### config.mk
export PLATFORM = sky130hd
export DESIGN_NAME = irq_arbiter
export DESIGN_NICKNAME = d
export VERILOG_FILES = /design/src/rtl/irq_arbiter.sv
export SDC_FILE = /design/constraint.sdc
export NUM_CORES = 1
export LEC_CHECK = 0
export CAP_MARGIN = 15
export CORE_ASPECT_RATIO = 1.5
export CORE_MARGIN = 2
export CORE_UTILIZATION = 40
export DETAILED_ROUTE_END_ITERATION = 12
export PLACE_DENSITY_LB_ADDON = 0.12
export SYNTH_ARGS = -nofsm -noshare
export SYNTH_HDL_FRONTEND = slang
export SYNTH_SLANG_ARGS = --single-unit
export TNS_END_PERCENT = 10
### constraint.sdc
create_clock -name clk -period 5.3 [get_ports clk]
set_clock_uncertainty 0.1 [all_clocks]
set_input_delay 0.53 -clock clk [delete_from_list [all_inputs] [get_ports clk]]
set_output_delay 0.53 -clock clk [all_outputs]
set_load 0.05 [all_outputs]
### src/rtl/irq_arbiter.sv
// Fixed-priority interrupt arbiter: latches and masks request lines, then walks one
// request at a time through assert -> acknowledge -> MRET towards the core.
module irq_arbiter #(
  parameter int               N_SRC     = 8,
  parameter logic [N_SRC-1:0] EDGE_MASK = {N_SRC{1'b1}}
) (
  input  logic             clk,
  input  logic             rst_n,
  input  logic [N_SRC-1:0] irq_src_i,
  input  logic [N_SRC-1:0] irq_en_i,
  input  logic             global_interrupt_en_i,
  input  logic             irq_ack_i,
  input  logic             irq_done_i,
  output logic             irq_valid_o,
  output logic [31:0]      irq_flag_o,
  output logic [4:0]       irq_id_o,
  output logic [N_SRC-1:0] pending_o,
  output logic             busy_o
);

  typedef enum logic [1:0] {
    ST_IDLE,
    ST_ASSERT,
    ST_SERVICE
  } state_t;

  state_t           r_state;
  logic [N_SRC-1:0] r_src_q;
  logic [N_SRC-1:0] r_pending;
  logic             r_valid;
  logic [31:0]      r_flag;
  logic [4:0]       r_id;
  logic             r_busy;

  logic [N_SRC-1:0] w_rise;
  logic [N_SRC-1:0] w_svc;
  logic [N_SRC-1:0] w_set;
  logic [N_SRC-1:0] w_clr;
  logic [N_SRC-1:0] w_pending_nxt;
  logic [N_SRC-1:0] w_eligible;
  logic [4:0]       w_win_id;
  logic             w_win_en;

  always_comb begin
    // NOTE: every signal gets a value before any loop or condition, so no latch is inferred.
    w_rise   = irq_src_i & ~r_src_q;
    w_svc    = '0;
    w_win_id = '0;
    // The latched winner masks its own level line from the ack edge until it returns to IDLE.
    for (int i = 0; i < N_SRC; i++) begin
      w_svc[i] = (r_state != ST_IDLE) && (r_id == 5'(i + 1));
    end
    w_set         = (EDGE_MASK & w_rise) | (~EDGE_MASK & irq_src_i & ~w_svc);
    w_clr         = w_svc & {N_SRC{(r_state == ST_ASSERT) && irq_ack_i}};
    w_pending_nxt = (r_pending & ~w_clr) | w_set;
    w_eligible    = r_pending & irq_en_i;
    // Scan downwards so the lowest eligible index is the last (winning) assignment.
    for (int i = N_SRC - 1; i >= 0; i--) begin
      if (w_eligible[i]) w_win_id = 5'(i + 1);
    end
    w_win_en = |(irq_en_i & w_svc);
  end

  // NOTE: sequential state uses non-blocking assignments only; reset is sampled on the clock edge.
  always_ff @(posedge clk) begin
    if (!rst_n) begin
      r_state   <= ST_IDLE;
      r_src_q   <= '0;
      r_pending <= '0;
      r_valid   <= 1'b0;
      r_flag    <= '0;
      r_id      <= '0;
      r_busy    <= 1'b0;
    end else begin
      r_src_q   <= irq_src_i;
      r_pending <= w_pending_nxt;
      case (r_state)
        ST_IDLE: begin
          if (global_interrupt_en_i && (w_eligible != '0)) begin
            r_state <= ST_ASSERT;
            r_id    <= w_win_id;
            r_valid <= 1'b1;
            r_flag  <= 32'd1 << w_win_id;
            r_busy  <= 1'b1;
          end
        end
        ST_ASSERT: begin
          // Acknowledge beats withdraw; a higher-priority arrival never replaces the ID.
          if (irq_ack_i) begin
            r_state <= ST_SERVICE;
            r_valid <= 1'b0;
            r_flag  <= '0;
          end else if (!global_interrupt_en_i || !w_win_en) begin
            r_state <= ST_IDLE;
            r_valid <= 1'b0;
            r_flag  <= '0;
            r_id    <= '0;
            r_busy  <= 1'b0;
          end
        end
        ST_SERVICE: begin
          if (irq_done_i) begin
            r_state <= ST_IDLE;
            r_id    <= '0;
            r_busy  <= 1'b0;
          end
        end
        default: begin
          r_state <= ST_IDLE;
          r_valid <= 1'b0;
          r_flag  <= '0;
          r_id    <= '0;
          r_busy  <= 1'b0;
        end
      endcase
    end
  end

  assign irq_valid_o = r_valid;
  assign irq_flag_o  = r_flag;
  assign irq_id_o    = r_id;
  assign pending_o   = r_pending;
  assign busy_o      = r_busy;

endmodule

# Word level (Yosys, flattened, before mapping)
# Index checks and enable logic that the tools add are counted.
# W data, S select, Z words.
# totals
reg_bits,57
latch_bits,0
ram_bits,0
mem_bits_ro,0
input_bits,21
output_inout_bits,47
word_cells,81
n_memories,0
# classes
add_sub_neg,0
n_mul,0
n_div,0
magnitude_cmp,0
n_eq_ne,15
n_shift,1
mux,29
bitwise,9
n_reduce_logical,20
# op_table
operator,count
$mux W32,3
$pmux W32 S3,1
$and A8 B8 Y8,5
$mux W5,7
$shl A1 B5 Y32 const A,1
$eq A5 B3 Y1 const B,4
$mux W4,5
$not A8 Y8,2
$pmux W5 S3,1
$eq A5 B2 Y1 const B,2
$logic_and A1 B1 Y1,10
$mux W2,4
$or A8 B8 Y8,1
$reduce_bool A8 Y1,1
$reduce_or A8 Y1,1
$ne A2 B2 Y1 const B,3
$pmux W1 S3,2
$pmux W2 S3,1
$reduce_and A3 Y1,2
$eq A5 B1 Y1 const B,1
$eq A5 B4 Y1 const B,1
$mux W1,5
$reduce_and A4 Y1,1
$ne A3 B2 Y1 const B,1
other kinds (8),9

# Logic depth before layout (Yosys ltp)
# Gate-level depths: netlist (run 1).
# depth
ltp_word,12
ltp_mapped,8
ltp_nobuf,5

# Least setup slack after synthesis (run 1)
# No wires, ideal clock.
# synth_path
kind,register to register
from,"register r_id[1], in the netlist irq_id_o[1]"
to,"register r_flag[5], in the netlist irq_flag_o[5]"
setup_time_ns,0.083
t_arrival_ns,2.260
required_time_ns,5.117
setup_slack_ns,2.857
stages_incl_launch_ff,9
n_path_buf,3
period_less_slack_ns,2.443
cell_sequence,dfxtp_1 > buf_4 > nor2_1 > a311oi_2 > o32ai_1 > or3_1 > buf_6 > buf_8 > o31ai_4
# synth_between
elab_chain_cells,8
word_cells_on_any_way,22
cone_classes,9 x eq/ne; 1 x bitwise; 12 x reduce/logical
# synth_lines
element,line_no,rtl
from (decl),32,logic [4:0] r_id;
from (signal assigned),81,r_id <= w_win_id;
"$eq A5 B1 Y1, or another cell as far along",51,w_svc[i] = (r_state != ST_IDLE) && (r_id == 5'(i + 1));
$logic_and A1 B1 Y1,51,
$and A8 B8 Y8 *,61,w_win_en = |(irq_en_i & w_svc);
$reduce_or A8 Y1 *,61,
$logic_not A1 Y1 *,93,end else if (!global_interrupt_en_i || !w_win_en) begin
$logic_or A1 B1 Y1 *,93,
$ne A3 B2 Y1 (no line) *,n/a,
$reduce_and A3 Y1 (no line) *,n/a,
to (signal assigned),83,r_flag <= 32'd1 << w_win_id;
to (decl),31,logic [31:0] r_flag;
# Every way passes the cells marked *; elsewhere a longest branch is shown, timed or not.
# A chain may end at the register's enable or synchronous reset.

# Final worst setup path (run 1)
# layout_path
from,input port irq_en_i[3]
to,"register r_flag[6], in the netlist irq_flag_o[6]"
# layout_between
elab_chain_cells,8
word_cells_on_any_way,17
cone_classes,2 x eq/ne; 1 x shift; 6 x mux; 2 x bitwise; 6 x reduce/logical
# layout_lines
element,line_no,rtl
from (decl),10,"input logic [N_SRC-1:0] irq_en_i,"
$and A8 B8 Y8,56,w_eligible = r_pending & irq_en_i;
$mux W4,59,if (w_eligible[i]) w_win_id = 5'(i + 1);
$mux W5 (3 in series),59,
$shl A1 B5 Y32,83,
$mux W32,79,if (global_interrupt_en_i && (w_eligible != '0)) begin
$pmux W32 S3,77,case (r_state)
# Several ways; a longest one is shown, not always the timed one. The select of a mux whose other input is x is not followed.

==> results of run 1 <==
==> final cells by class <==
class                           count  area (sq um)  area share
Clock buffer                        6          82.6      0.0324
Tap cell                           66          82.6      0.0324
Inverter                            5          18.8     0.00736
Multi-Input combinational cell    156          1050       0.411
Clock inverter                      2          10.0     0.00393
Sequential cell                    40           801       0.314
Timing Repair Buffer               51           508       0.199
==> flip-flops by register name (all words and copies together) (netlist names) <==
signal / cells
irq_valid_o: 1
r_src_q: 8
pending_o: 8
irq_id_o: 4
r_state: 2
busy_o: 1
irq_flag_o: 16
==> where the power goes <==
part,internal [uW],switching [uW]
Sequential,315,17.3
Clock,104,103
Combinational,61.2,115
==> routing by layer <==
| metal | up-vias | share of wire |
|---|---|---|
| met5 | - | 0 |
| met3 | 19 | 0.060 |
| li1 | 834 | - |
| met1 | 791 | 0.40 |
| met4 | 0 | 0.047 |
| met2 | 72 | 0.49 |
==> critical path: stages <==
cell	delay, ns
clkdlybuf4s50_1	0.50
nor4bb_1	0.39
a311oi_2	0.12
o32ai_1	0.41
or3_1	0.61
mux2_1	0.38
==> per-stage QoR <==
| step | hold WS, ns | util |
|---|---|---|
| floorplan | 0.370 | - |
| global placement | 0.346 | 0.511 |
| detailed placement | 0.351 | 0.511 |
| CTS | 0.362 | 0.530 |
| global route | 0.381 | 0.530 |
| finish | 0.353 | 0.530 |
==> worst max path at each step <==
stage	endpoint	slack [ns]	depth (start not counted)
3_5_place_dp	irq_flag_o[6]	2.15	6
6_report	irq_flag_o[6]	2.44	6
4_1_cts	irq_flag_o[6]	2.45	6
2_1_floorplan	irq_flag_o[5]	2.86	8
5_1_grt	irq_flag_o[6]	2.26	6
3_3_place_gp	irq_flag_o[4]	2.21	6
==> cell families after synthesis <==
kind of cell | share of synthesized area
AO/OA/AOI/OAI | 0.210
flip-flops | 0.401
other | 0.00188
buffers and inverters | 0.105
multiplexers | 0.0520
AND/OR/NAND/NOR | 0.230
==> placed cells by master, fill, tap and decap left out, drive strengths merged, types with 2 or more instances in the layout <==
master	instances
a2111o	2
dfxtp	40
o31ai	6
a22oi	4
inv	5
nor4bb	2
nor3	3
nor2	6
nand4	3
nand3b	4
and2	13
conb	17
and3	8
a22o	3
nand2b	8
o21ai	9
mux2	3
or3b	2
a32o	2
o22ai	2
clkdlybuf4s50	50
a21oi	5
or3	4
o311ai	2
or2	3
clkbuf	6
a21boi	9
nand2	13
mux2i	7
nand3	4
clkinv	2
==> impl_metrics.csv, run 1 <==
group,metric,value,unit
worst_setup_path,reg2reg_from,"irq_id_o[2]",
logic_synthesis,ys_seq_area_frac,0.401,
logic_synthesis,yosys_register_bits,40,
cells_and_area,final_layout_size_suffix_gt1_frac,0.0808,
global_routing,antenna_found_initial,0,
floorplan,num_rows,31,
pwr,ir_drop,0.000193,V
global_routing,met1_usage,0.202,
clock_network,root_buffer,"clkbuf_8",
pwr,powerDensity,281,nW/um^2
placed_design,placed_area,2460,sq um
logic_synthesis,synth_ff_type,"dfxtp_1",
cells_and_area,instances_no_fill,326,
drt,drcViolationCount,0,
logic_synthesis,synth_top_area_cell,"dfxtp_1",
sta,drv_slew,0,
global_routing,overflow,0,
worst_hold_path,hold_end,"irq_valid_o",
cells_and_area,fill_cells,495,
worst_setup_path,start_kind,"input pin",
pwr,p_leak,0.000979,uW
pwr,power.total,715,uW
clock_network,cts_tree,"built",
logic_synthesis,netlist_top_cells_count,"dfxtp_1 (40), buf_4 (19), and2_1 (13), nand2_1 (13), a21boi_0 (9)",
clock_network,htree_num_levels,2,
worst_setup_path,startpoint,"irq_en_i[3]",
clock_network,ctsResizeCount,0,
logic_synthesis,async_reset_ff_frac,0,
clock_network,clkSinkCount,40,
sta,relSlewSlack,0.557,
sta,worst_slew_pin_slew,0.664,ns
sta,fmax,350,MHz
logic_synthesis,synth_area,2000,sq um
logic_synthesis,synth.distinct_cells,49,
placed_design,io_buffers,50,
global_routing,busiest_layer,"met2",
cells_and_area,layout.nets,280,
drt,wirelength,4.58,mm
worst_setup_path,reg2reg_depth,5,
clock_network,cts_buffer_depth,2,
drt,wire_per_inst,14.0,microns
floorplan,dieHeight,90.6,microns
logic_synthesis,synth_cells,212,
sta,hold_viol,0,
sta,period_share,0.539,
worst_hold_path,hold_path.startpoint,"irq_valid_o",
drt,vias,1716,
worst_setup_path,r2r_setup_slack,2.56,ns
logic_synthesis,synth_edf_count,0,
placed_design,dp_cells,318,
placed_design,dp_slack,2.15,ns
global_routing,use_met2,0.275,
worst_setup_path,critPathKind,"input pin to flip-flop",
drt,via_per_inst,5.26,
drt,ant_nets,0,
floorplan,start_util,0.415,
clock_network,clock_latency,0.29,ns
sta,final.min_clock_period,2.86,ns
clock_network,cts_buffers,5,
floorplan,ios,68,
clock_network,cts_setup_buffers,0,
floorplan,die_area,5590,sq um
worst_setup_path,critPathMaxFanout,17,
global_routing,grt_pass1_vias,1572,
drt,drtIter0Drc,66,
sta,rsz0062_at_grt,"no",
sta,timing.final.ws_setup,2.44,ns
worst_hold_path,min_path_type,"flip-flop to flip-flop",
flow_run,max_cap_viol_count,0,
status,status,"finished clean",
clock_network,cts_hold_buf,0,
drt,dr.pass1.iters,4,
logic_synthesis,yosysMostFrequentCell,"dfxtp_1",
logic_synthesis,synth.top_cell.area_share,0.401,
sta,setup_viol,0,
global_routing,met3_usage,0.0544,
placed_design,dp_hpwl,3.41,mm
worst_setup_path,crit_path_end_kind,"flip-flop",
clock_network,path_clk_slew,0.07,ns
cells_and_area,synthToLayoutAreaGrowth,27.6,%
worst_setup_path,cp_data_required_time,5.38,ns
logic_synthesis,synth_area_leaders,"dfxtp_1 (40%), buf_4 (7.1%), and2_1 (4.1%), mux2i_1 (3.5%), a21boi_0 (3.4%)",
cells_and_area,n_antenna_cell,0,
logic_synthesis,ys_warn_count,0,
global_routing,grt_pass1_wl,7.34,mm
floorplan,die_w,61.7,microns
global_routing,grt.total_usage,0.175,
worst_setup_path,cp.arrival,2.94,ns
worst_setup_path,r2r_end,"irq_flag_o[6]",
sta,fin_setup_tns,0,ns
global_routing,grt_start_max_net_pins,44,
cells_and_area,final_area,2550,sq um
placed_design,routabilityCongestion,0.904,
floorplan,core_region_area,4810,sq um
logic_synthesis,syn_area_per_cell,9.43,sq um
worst_hold_path,worstHoldPathCells,2,
No activity file was read; power rests on OpenSTA's default activity.
==> run 2: changes to the inputs <==
- clock period: 5.3 -> 2.6 ns (I/O delays scaled with it)
==> impl_metrics.csv, run 2 (same netlist as run 1, synthesis figures left out) <==
group,metric,value,unit
sta,setup_viol,0,
floorplan,num_rows,31,
sta,timing.final.ws_setup,0.254,ns
drt,dr.pass1.iters,4,
drt,via_per_inst,5.13,
cells_and_area,layout.nets,286,
clock_network,clock_latency,0.30,ns
drt,vias,1703,
placed_design,routabilityCongestion,0.864,
clock_network,ctsResizeCount,0,
worst_hold_path,hold_end,"irq_flag_o[3]",
drt,wire_per_inst,14.0,microns
cells_and_area,synthToLayoutAreaGrowth,33.2,%
pwr,p_comb_frac,0.215,
sta,hold_viol,0,
worst_setup_path,cp.arrival,2.43,ns
floorplan,die_w,61.7,microns
cells_and_area,largest_register_ffs,16,
pwr,seq_power_share,0.386,
floorplan,core_region_area,4810,sq um
pwr,power.internal,1260,uW
global_routing,grt_start_max_net_pins,43,
cells_and_area,n_antenna_cell,0,
placed_design,dp_hpwl,3.56,mm
worst_hold_path,worstHoldPathCells,2,
clock_network,htree_num_levels,2,
drt,ant_nets,0,
worst_setup_path,r2r_setup_slack,0.25,ns
worst_setup_path,cp_data_required_time,2.69,ns
sta,period_share,0.902,
sta,worst_slew_pin_slew,0.504,ns
flow_run,max_cap_viol_count,0,
pwr,p_sw_frac,0.281,
pwr,powerDensity,658,nW/um^2
worst_setup_path,reg2reg_from,"irq_id_o[1]",
sta,relSlewSlack,0.663,
worst_setup_path,critPathMaxFanout,9,
cells_and_area,fill_cells,486,
clock_network,cts_buffers,5,
clock_network,cts_tree,"built",
global_routing,grt.total_usage,0.187,
worst_hold_path,min_path_type,"flip-flop to flip-flop",
floorplan,dieHeight,90.6,microns
placed_design,dp_slack,0.0849,ns
clock_network,cts_buffer_depth,2,
worst_setup_path,reg2reg_depth,6,
drt,wirelength,4.66,mm
status,status,"finished clean",
clock_network,root_buffer,"clkbuf_8",
cells_and_area,mostFrequentLayoutCells,"clkdlybuf4s50_1 (50), dfxtp_1 (40), conb_1 (17), and2_1 (13), nand2_1 (13)",
floorplan,start_util,0.415,
cells_and_area,final_layout_size_suffix_gt1_frac,0.102,
sta,drv_slew,0,
worst_setup_path,start_kind,"flip-flop",
global_routing,grt_pass1_vias,1664,
sta,fin_setup_tns,0,ns
pwr,clockPowerShare,0.399,
worst_hold_path,hold_path.startpoint,"irq_flag_o[3]",
drt,drtIter0Drc,87,
pwr,p_leak,0.00103,uW
clock_network,path_clk_slew,0.08,ns
global_routing,overflow,0,
floorplan,die_area,5590,sq um
global_routing,grt_pass1_wl,7.91,mm
sta,rsz0062_at_grt,"no",
pwr,p_switching,492,uW
worst_setup_path,critPathKind,"flip-flop to flip-flop",
global_routing,antenna_found_initial,0,
clock_network,cts_hold_buf,0,
floorplan,ios,68,
clock_network,cts_setup_buffers,0,
cells_and_area,layout.cells.most_common,"clkdlybuf4s50_1",
drt,drcViolationCount,0,
sta,fmax,426,MHz
placed_design,io_buffers,50,
worst_setup_path,r2r_end,"irq_flag_o[8]",
pwr,ir_drop,0.000388,V
clock_network,clkSinkCount,40,
sta,final.min_clock_period,2.35,ns
worst_setup_path,crit_path_end_kind,"flip-flop",
run 2: cell count changes in the layout (fill, tap and decap cells not counted), sizes merged:
cell,before,now
bufinv,0,3
clkinv,2,0
buf,1,7
clkbuf,6,5
run 2: worst max-delay path by stage:
stage / start / end / slack (ns) / cells past startpoint
4_1_cts: irq_id_o[1] / irq_flag_o[8] / 0.25 / 6
3_3_place_gp: irq_en_i[3] / irq_flag_o[8] / 0.12 / 7
6_report: irq_id_o[1] / irq_flag_o[8] / 0.25 / 6
3_5_place_dp: global_interrupt_en_i / irq_flag_o[2] / 0.08 / 6
5_1_grt: irq_id_o[2] / irq_flag_o[1] / 0.07 / 6
2_1_floorplan: irq_id_o[1] / irq_flag_o[5] / 0.16 / 8
run 2: stage by stage:
step	utilization	power, uW	cells	instance area, sq um	hold WS (ns)
global route	0.553	1830	332	2660	0.397
global placement	0.520	1060	324	2500	0.348
CTS	0.553	1770	332	2660	0.366
floorplan	-	969	228	2060	0.282
detailed placement	0.520	1070	324	2500	0.355
finish	0.553	1750	332	2660	0.361
run 2: critical path, stage by stage (launching register included):
cell and delay [ns]:
dfxtp_1 0.54, nor2_1 0.15, a311oi_2 0.37, o32ai_1 0.17, or3_1 0.46, buf_4 0.20, a32o_1 0.25
run 2: cell type report:
class                   count  area [sq um]  area share
clock inverters             3          90.1      0.0339
multi-input cells         156          1050       0.394
repair buffers             57           553       0.208
flip-flops and latches     40           801       0.301
inverters                   5          18.8     0.00705
clock buffers               5          68.8      0.0259
well taps                  66          82.6      0.0310
run 2: power by group through the flow:
| stage | registers [uW] | clock network [uW] | logic (uW) |
|---|---|---|---|
| finish | 676 | 698 | 377 |
| global route | 682 | 745 | 406 |
| CTS | 676 | 715 | 378 |
| detailed placement | 690 | 0 | 376 |
| global placement | 691 | 0 | 374 |
| floorplan | 751 | 0 | 218 |
run 2: metal layers:
| metal | vias to the layer above | GRT usage | wire length (microns) |
|---|---|---|---|
| li1 | 841 | - | - |
| met1 | 797 | 0.232 | 1830 |
| met2 | 60 | 0.304 | 2490 |
| met3 | 5 | 0.0530 | 264 |
| met4 | 0 | 0.0567 | 70 |
| met5 | - | 0 | 0 |
